## src/rtl/ram8_arbiter.sv

```systemverilog
// ram8_arbiter
//
// Two-port arbiter and sequencer in front of the 8-word x 16-bit RAM8.
// Requesters A and B each issue single-word read or write transactions.
// The block serializes them onto the single RAM port. It returns a one-cycle
// acknowledge and registered read data to the winner.
//
// Transaction timing: IDLE samples the requests and latches the winner.
// ACCESS drives the RAM for one cycle. The read data is captured, and a
// write lands, at the end of ACCESS. RESP raises the winner's ack for one
// cycle. Reads are read-before-write: a write returns the previous contents
// of the word.
//
// Configuration macro:
//   RAM8_ARB_RR_EN  defined   -> round-robin on ties. The port that did not
//                                win the last completed ACCESS is granted.
//                   undefined -> fixed priority. A always wins ties.
//
// Ports:
//   clk                 rising-edge clock
//   reset               synchronous, active-high reset
//   req_a / req_b       request, held until the matching ack
//   we_a / we_b         1 = write, 0 = read
//   addr_a / addr_b     3-bit word address
//   wdata_a / wdata_b   16-bit write data
//   ack_a / ack_b       one-cycle completion pulse, high in RESP
//   rdata_a / rdata_b   registered read data, held until that port's next ack
//   ram_in              to RAM8 in
//   ram_load            to RAM8 load, high only in ACCESS for a write
//   ram_address         to RAM8 address
//   ram_out             from RAM8 out, a combinational read of ram_address
//   busy                high in ACCESS and RESP
//   grant_b             owner of the current or last transaction (1 = B)

module ram8_arbiter (
  input  logic        clk,
  input  logic        reset,
  input  logic        req_a,
  input  logic        req_b,
  input  logic        we_a,
  input  logic        we_b,
  input  logic [2:0]  addr_a,
  input  logic [2:0]  addr_b,
  input  logic [15:0] wdata_a,
  input  logic [15:0] wdata_b,
  output logic        ack_a,
  output logic        ack_b,
  output logic [15:0] rdata_a,
  output logic [15:0] rdata_b,
  output logic [15:0] ram_in,
  output logic        ram_load,
  output logic [2:0]  ram_address,
  input  logic [15:0] ram_out,
  output logic        busy,
  output logic        grant_b
);

  typedef enum logic [1:0] {
    IDLE   = 2'b00,
    ACCESS = 2'b01,
    RESP   = 2'b10
  } state_t;

  state_t      state;
  state_t      state_next;

  logic        we_q;
  logic [2:0]  addr_q;
  logic [15:0] wdata_q;
  logic        grant_b_q;
  logic        pick_b;     // winner chosen in IDLE (1 = B)
  logic        start;      // IDLE sees a request and launches a transaction

  assign start = (state == IDLE) && (req_a || req_b);

`ifdef RAM8_ARB_RR_EN
  // Last completed winner (1 = B). It resets to B so that A wins the first tie.
  logic last_grant;

  always_comb begin
    pick_b = req_b;
    if (req_a && req_b) begin
      pick_b = ~last_grant;
    end
  end
`else
  always_comb begin
    pick_b = req_b & ~req_a;
  end
`endif

  // NOTE: sequential state uses non-blocking assignments only. Every register
  // then samples pre-edge values. This is what makes the read-before-write
  // capture of ram_out line up with the RAM's own update.
  always_ff @(posedge clk) begin
    if (reset) begin
      state <= IDLE;
    end else begin
      state <= state_next;
    end
  end

  always_ff @(posedge clk) begin
    if (reset) begin
      we_q      <= 1'b0;
      addr_q    <= 3'd0;
      wdata_q   <= 16'd0;
      grant_b_q <= 1'b0;
      rdata_a   <= 16'd0;
      rdata_b   <= 16'd0;
`ifdef RAM8_ARB_RR_EN
      last_grant <= 1'b1;
`endif
    end else begin
      if (start) begin
        grant_b_q <= pick_b;
        we_q      <= pick_b ? we_b    : we_a;
        addr_q    <= pick_b ? addr_b  : addr_a;
        wdata_q   <= pick_b ? wdata_b : wdata_a;
      end
      if (state == ACCESS) begin
        if (grant_b_q) begin
          rdata_b <= ram_out;
        end else begin
          rdata_a <= ram_out;
        end
`ifdef RAM8_ARB_RR_EN
        last_grant <= grant_b_q;
`endif
      end
    end
  end

  // NOTE: every signal written here gets a default before the case statement.
  // A path that forgets one would otherwise infer a latch.
  always_comb begin
    state_next  = state;
    ack_a       = 1'b0;
    ack_b       = 1'b0;
    busy        = 1'b0;
    ram_load    = 1'b0;
    // The address and data stay on the latched values in every state, so the
    // RAM's mux inputs do not glitch between transactions.
    ram_address = addr_q;
    ram_in      = wdata_q;

    case (state)
      IDLE: begin
        if (start) begin
          state_next = ACCESS;
        end
      end
      ACCESS: begin
        busy       = 1'b1;
        // Reset inside ACCESS must not let the pending write reach the RAM.
        ram_load   = we_q & ~reset;
        state_next = RESP;
      end
      RESP: begin
        busy       = 1'b1;
        ack_a      = ~grant_b_q;
        ack_b      = grant_b_q;
        state_next = IDLE;
      end
      default: begin
        state_next = IDLE;
      end
    endcase
  end

  assign grant_b = grant_b_q;

endmodule

```

## config.mk

```make
export PLATFORM = sky130hd
export DESIGN_NAME = ram8_arbiter
export DESIGN_NICKNAME = d
export VERILOG_FILES = /design/src/rtl/ram8_arbiter.sv
export SDC_FILE = /design/constraint.sdc
export NUM_CORES = 1
export LEC_CHECK = 0
export CAP_MARGIN = 20
export CORE_ASPECT_RATIO = 1.2
export CORE_MARGIN = 2
export CORE_UTILIZATION = 35
export DETAILED_ROUTE_END_ITERATION = 8
export PLACE_DENSITY = 0.73
export SLEW_MARGIN = 20
export SYNTH_ARGS = -nofsm -noshare
export SYNTH_HDL_FRONTEND = slang
export SYNTH_SLANG_ARGS = --single-unit
```

## constraint.sdc

```tcl
create_clock -name clk -period 1.49 [get_ports clk]
set_input_delay 0.298 -clock clk [delete_from_list [all_inputs] [get_ports clk]]
set_output_delay 0.298 -clock clk [all_outputs]
set_load 0.1 [all_outputs]
```

-- Yosys cells after proc, flatten, opt, wreduce, memory -nomap -nowiden
Cells that the tools add are included.
- register bits after elaboration: 55
- logic and storage cells: 30
- memories: 0
- bits in latches: 0
- bits in read-only memories: 0
- input bits: 60
- RAM bits: 0
- multiplexer cells: 9
- bitwise gates (word level): 5
- multiply operators: 0
- add/subtract/negate cells: 0
- div/mod/pow operators: 0
- magnitude comparators: 0
- reductions and logical operators: 6
- shift-type cells: 0
- eq/ne operators: 3
- operators by type and width (operator ; count):
    2-to-1 mux 16 bit ; 1
    2-to-1 mux 1 bit ; 5
    case mux 2 bit (2 select lines) ; 1
    AND reduction 2 bit ; 2
    2-to-1 mux 3 bit ; 1
    inverter 1 bit ; 3
    bitwise AND 1 bit ; 2
    == test 2 x 1 -> 1 bit, second input constant ; 1
    == test 2 bit, second input constant ; 1
    zero test 2 bit ; 1
    2-to-1 mux 2 bit ; 1
    != test 2 bit, second input constant ; 1
    OR reduction 2 bit ; 1
    logical AND 1 bit ; 1
    logical OR 1 bit ; 1

-- Longest topological paths before layout
Gate-level depths: netlist (run 1).
- word-level depth: 4
- mapped depth: 7
- depth with buffers taken out: 5

-- Least setup slack after synthesis (run 1)
OpenSTA, ideal clock, no wires.
- path kind: register -> output
- from: reg grant_b_q (netlist: grant_b)
- to: out ack_a
- data arrival time: 2.169 ns
- cell stages (with the launch flop): 2
- path buffers: 0
- setup slack: -0.977 ns
- required time: 1.192 ns
- path through: dfxtp_1 -> nor2b_1
- longest elaborated chain between the ends: 2
- RTL lines (what ; RTL line ; source):
    start: declaration ; 70 ; logic grant_b_q;
    start signal: assignment ; 116 ; grant_b_q <= pick_b;
    inverter 1 bit (no source line) ; n/a ;
    2-to-1 mux 1 bit ; 147 ; case (state)
    end: declaration ; 46 ; output logic ack_a,
Every way passes these cells.

-- Final worst setup path (run 1)
- from: reg state[0]
- to: out ack_a
- longest elaborated chain between the ends: 2
- RTL lines (what ; RTL line ; source):
    start: declaration ; 64 ; state_t state;
    start signal: assignment ; 99 ; state <= state_next;
    == test 2 bit ; 147 ;
    2-to-1 mux 1 bit ; 147 ;
Every way passes these cells.

==> results of run 1 <==
[cells in the final DEF, fill, tap and decap left out, types with 2 or more instances in the layout]
| cell | netlist | routed |
|---|---|---|
| nand2b_1 | 2 | 2 |
| nor2_1 | 23 | 22 |
| dfxtp_4 | 0 | 2 |
| dfxtp_1 | 55 | 52 |
| mux2i_1 | 2 | 2 |
| a21oi_1 | 33 | 33 |
| buf_12 | 0 | 59 |
| ha_1 | 5 | 2 |
| nand2_1 | 106 | 105 |
| clkdlybuf4s50_1 | 0 | 58 |
| buf_4 | 7 | 11 |
| a311oi_1 | 20 | 19 |
| ha_2 | 0 | 2 |
| clkbuf_8 | 0 | 5 |
[routing by layer]
metal	track usage, %	up-vias	part of all wire, %
li1	-	1145	-
met1	20.1	1004	38
met2	33.3	96	52
met3	5.40	8	8.2
met4	6.36	0	1.7
met5	0	-	0
[sequential cells by signal, indices dropped and copies added (netlist names)]
| signal | cells |
|---|---|
| rdata_b | 16 |
| we_q | 1 |
| ram_address | 3 |
| ram_in | 16 |
| grant_b | 1 |
| rdata_a | 16 |
| state | 2 |
[cell type report]
| cell class | count | area (sq um) |
|---|---|---|
| inverter | 2 | 10.0 |
| multi-input combinational | 199 | 1040 |
| clock inverter | 3 | 22.5 |
| clock buffer | 5 | 68.8 |
| tap | 82 | 103 |
| fill | 471 | 1840 |
| sequential | 55 | 1110 |
| timing repair buffer | 130 | 1860 |
[stage by stage]
| step | hold slack [ps] | total power, mW | utilization, % | TNS (ps) |
|---|---|---|---|---|
| 5_1_grt | 514 | 5.13 | 69.6 | -415 |
| 3_5_place_dp | 485 | 4.07 | 66.5 | -3830 |
| 4_1_cts | 493 | 4.95 | 69.2 | -235 |
| 6_report | 495 | 4.91 | 69.6 | -148 |
| 3_3_place_gp | 479 | 4.04 | 66.5 | -1590 |
| 2_1_floorplan | 391 | 3.14 | - | -357 |
[cells by family after synthesis]
group           after synthesis
mux                           2
buf+inv                      23
compound gates               55
flops                        55
simple gates                137
fa+ha+maj                     5
[worst max-delay path: stages (launching register included)]
cell     delay (ps)
dfxtp_4         360
inv_2            80
ha_2            170
nor2b_4         150
buf_12          180
[power groups by stage]
| stage | sequential (mW) | combinational (mW) | clock, mW |
|---|---|---|---|
| floorplan | 2.66 | 0.475 | 0 |
| global placement | 1.79 | 2.25 | 0 |
| detailed placement | 1.80 | 2.27 | 0 |
| CTS | 1.77 | 2.32 | 0.854 |
| global route | 1.79 | 2.43 | 0.915 |
| finish | 1.77 | 2.32 | 0.817 |
[path summary, 6_finish.rpt]
| path | to |
|---|---|
| min | rdata_a[1]$_SDFFE_PP0P_ |
| max | ack_a |
| max reg2reg | ram_in[15]$_SDFFE_PP0P_ |
| min reg2reg | rdata_a[1]$_SDFFE_PP0P_ |
[timing repair]
item | 4_1_cts | 5_1_grt
pin swaps | 3 | 3
setup buffers | 4 | 0
gates cloned | 0 | 0
setup endpoints to repair | 42 | 26
resized for setup | 15 | 5
==> out/results.ini, run 1 <==
[critical_path]
required_ps=1190
reg2reg_depth=6
reg2reg_from=state[0]$_SDFFE_PP0P_
crit_path_start=state[0]$_SDFFE_PP0P_
worst_ep_arrival_time_ps=1240
r2r_slack_ps=80
cp-start-kind=flop
cp_max_fo=3
crit_type=reg -> out
worstSetupEndpointType=primary output

[clock_tree]
cts_hold_buf=0
cts_root_buffer=clkbuf_8
numCtsBuffers=5
cts_max_level=2
cts_tree=built
insertion_delay_ps=300
path_clk_slew_ps=100
clk_path_buf_depth=2
numClockSinks=55

[run_status]
status=finished with violations
violations=negative setup slack

[place]
dp_hpwl_mm=4.76
place_ws_ps=-199
dp.cells=464
gp_congestion=0.770
dpl_cell_area_sq_um=4030
portBuffers=115

[global_routing]
grt_pass1_wl_mm=10.5
grt_start_max_net_pins=35
overflow=0
grt_pass1_vias=2253
gr-usage-all-layers_pct=18.3
antenna_found_initial=0

[die]
start_util_pct=36.3
dieWidth_microns=76.3
num_io_pins=116
fp.coreArea_sq_um=6050
rows=31
die-area_sq_um=6930
die_y_microns=90.8

[synthesis]
ys_ff_latch=55
yosysTopAreaCellShare_pct=50.1
synthAdderAreaFrac_pct=2.85
async_flop_share_pct=0
yosysMostFrequentCell=nand2_1
synth_cell_types=20
post_synth_xor_area_fraction_pct=0
yosysSeqAreaShare_pct=50.1
synth_top_family_by_area=simple AND/OR/NAND/NOR gates
synth_common_cells=nand2_1 (106), dfxtp_1 (55), a21oi_1 (33)
synth_ff_type=dfxtp_1
synth-simple-area-share_pct=24.4
synth_area_leader_cell=dfxtp_1
synth_compound_area_share_pct=16.2
synth_edf_count=0
synth_area_per_cell_sq_um=7.94
synth_warnings=0
synth_nets=342
yosys-mux-area-fraction_pct=0.911
synth_top_cells_by_area=dfxtp_1 (50%), nand2_1 (18%), a311oi_1 (8.0%), a21oi_1 (7.5%), nor2_1 (3.9%)
synth_area_sq_um=2200
syn_inst=277

[sta]
setup_viol=4
tightest_slew_ps=345
worst_slack_ps=-48.5
maxSlewViolCount=0
fmax_mhz=650
final-hold-violation-count=0
period_needed_ps=1540
timing.final.crit_share_pct=103
rsz0062_at_grt=yes
skew_ps=5.71
slew_headroom_pct=77.0

[power]
clkPwrFrac_pct=16.6
p_sw_share_pct=42.1
pwr-share-seq_pct=36.1
leakagePower_nw=1.63
internal_power_mw=2.84
p_per_area_nw_per_um2=1170
net-switching-power_mw=2.07
combPwrFrac_pct=47.3
ir_worst_vdd_v=0.000629

[detailed_routing]
drt_drc_violations_left=0
first_pass_iters=4
drt_iter0_markers=144
finalWirelength_mm=6.19
avgRoutedWirePerCell_microns=13.0
antenna_left=0
routed_via_density=4.73
vias=2253

[final_layout]
instances_no_fill=476
diodes=0
nNetsFinal=458
final_area_sq_um=4210
area_growth_pct=91.6
drive_gt1_share_pct=24.4

[worst_hold_path]
hp-start=rdata_a[1]$_SDFFE_PP0P_
whs_path_depth=2
hold_class=reg -> reg

[flow_run]
cap_violations=0

Note: power is estimated with default switching activity, not from simulation.
==> inputs of run 2 (changes only) <==
- ABC_CLOCK_PERIOD_IN_PS: default -> 1490
==> results of run 2 <==
The final DEF is identical to that of run 1; final timing and power are the same.
==> inputs of run 3 (changes only) <==
- HOLD_SLACK_MARGIN: default -> 0.06
- SETUP_SLACK_MARGIN: default -> 0.5
==> out/results.ini, run 3 (synthesized netlist as in run 1, its figures left out) <==
[run_status]
status=finished with violations
violations=negative setup slack

[sta]
skew_ps=10.2
worst_slack_ps=-136
timing.final.crit_share_pct=109
period_needed_ps=1630
setup_viol=10
maxSlewViolCount=0
hold_slack_ps=439
fmax_mhz=615
rsz0062_at_grt=yes
final-hold-violation-count=0
tightest_slew_ps=403
slew_headroom_pct=73.1

[critical_path]
crit_type=reg -> out
r2r_slack_ps=-40
cp_max_fo=3
worst_ep_arrival_time_ps=1330
required_ps=1190
cp-start-kind=flop
worstSetupEndpointType=primary output

[power]
leakagePower_nw=2.18
ir_worst_vdd_v=0.000946
p_per_area_nw_per_um2=1120

[clock_tree]
cts_tree=built
numClockSinks=55
numCtsBuffers=5
path_clk_slew_ps=100
clk_path_buf_depth=2
cts_hold_buf=0
cts_root_buffer=clkbuf_8
insertion_delay_ps=320
cts_max_level=2

[final_layout]
regArea_sq_um=1220
diodes=0
instances_no_fill=521
nNetsFinal=503
layout_common_cells=nand2_1 (71), buf_12 (65), clkdlybuf4s50_1 (56), buf_4 (38), dfxtp_2 (35)
final_common_cell=nand2_1
fillerInstances=229
area_growth_pct=148
multi_input_area_sq_um=1630
drive_gt1_share_pct=67.4

[detailed_routing]
vias=2767
finalWirelength_mm=10.8
first_pass_iters=4
drt_iter0_markers=119
antenna_left=0
avgRoutedWirePerCell_microns=20.8
routed_via_density=5.31
drt_drc_violations_left=0

[place]
gp_congestion=0.736
portBuffers=115
dp.cells=468
dp_hpwl_mm=4.82

[global_routing]
grt_pass1_vias=2728
grt_start_max_net_pins=24
overflow=0
gr-usage-all-layers_pct=25.5
grt_pass1_wl_mm=14.0
antenna_found_initial=0

[die]
die-area_sq_um=6930
fp.coreArea_sq_um=6050
num_io_pins=116
die_y_microns=90.8
rows=31
start_util_pct=36.3
dieWidth_microns=76.3

[flow_run]
cap_violations=0

[worst_hold_path]
hold_class=in -> reg

-- run 3: cell types whose count changed in the layout (fill, tap and decap cells not counted), moves of 14 or more --
| cell | before | now |
|---|---|---|
| dfxtp_1 | 52 | 1 |
| dfxtp_2 | 1 | 35 |
| nand2_1 | 105 | 71 |
| a21oi_1 | 33 | 0 |
| a21oi_2 | 0 | 33 |
| buf_4 | 11 | 38 |
| nand2_4 | 1 | 21 |
| nor2_1 | 22 | 2 |
| nor2_4 | 1 | 20 |
| dfxtp_4 | 2 | 19 |
| a311oi_1 | 19 | 5 |
| a311oi_2 | 1 | 15 |
| nand2_2 | 0 | 14 |
-- run 3: where the power goes --
| part | internal [mW] | switching, mW | leakage, nW |
|---|---|---|---|
| Combinational | 1.39 | 1.84 | 1.65 |
| Sequential | 1.65 | 0.187 | 0.478 |
| Clock | 0.511 | 0.534 | 0.0587 |
| Total | 3.55 | 2.56 | 2.18 |
-- run 3: per-stage QoR --
step / setup TNS (ps) / total power [mW] / cell area, sq um / util, % / worst slack [ps]
CTS: -249 / 5.81 / 5130 / 84.8 / -74.9
global route: -1470 / 6.29 / 5460 / 90.2 / -177
detailed placement: -2790 / 4.14 / 4150 / 68.5 / -166
finish: -478 / 6.11 / 5460 / 90.2 / -136
floorplan: 0 / 3.21 / 2340 / - / 96.3
global placement: -1210 / 4.10 / 4150 / 68.5 / -83.2
-- run 3: final timing paths --
kind	startpoint	cells past startpoint	to
worst max-delay path	state[1]$_SDFFE_PP0P_	4	ack_a
worst min-delay path	reset	3	grant_b$_SDFFE_PP0P_
worst max register to register	state[1]$_SDFFE_PP0P_	8	rdata_a[8]$_SDFFE_PP0P_
worst min register to register	rdata_a[2]$_SDFFE_PP0P_	2	rdata_a[2]$_SDFFE_PP0P_
-- run 3: critical path, cell delays in order (launching register included) --
cell and delay (ps):
dfxtp_4 380, buf_4 130, ha_4 150, nor2b_4 170, buf_12 180
-- run 3: final cells by class --
class	count	area share [%]
Clock buffer	5	1.26
Multi-Input combinational cell	199	29.8
Inverter	2	0.275
Timing Repair Buffer	175	43.6
Sequential cell	55	22.3
Tap cell	82	1.88
Clock inverter	3	0.871
-- run 3: routing by layer --
layer,vias up,part of all wire [%],track usage [%]
met5,-,0,0
met4,0,3.1,10.0
met1,1366,36,27.0
met3,25,4.8,6.30
li1,1244,-,-
met2,132,56,47.7
-- run 3: what timing repair did --
item,in CTS,in global routing
pin swaps,51,26
resized for setup,158,48
buffers inserted,21,16
endpoints found under the hold margin,0,0
endpoints found under the setup margin,110,111
cloned,8,0
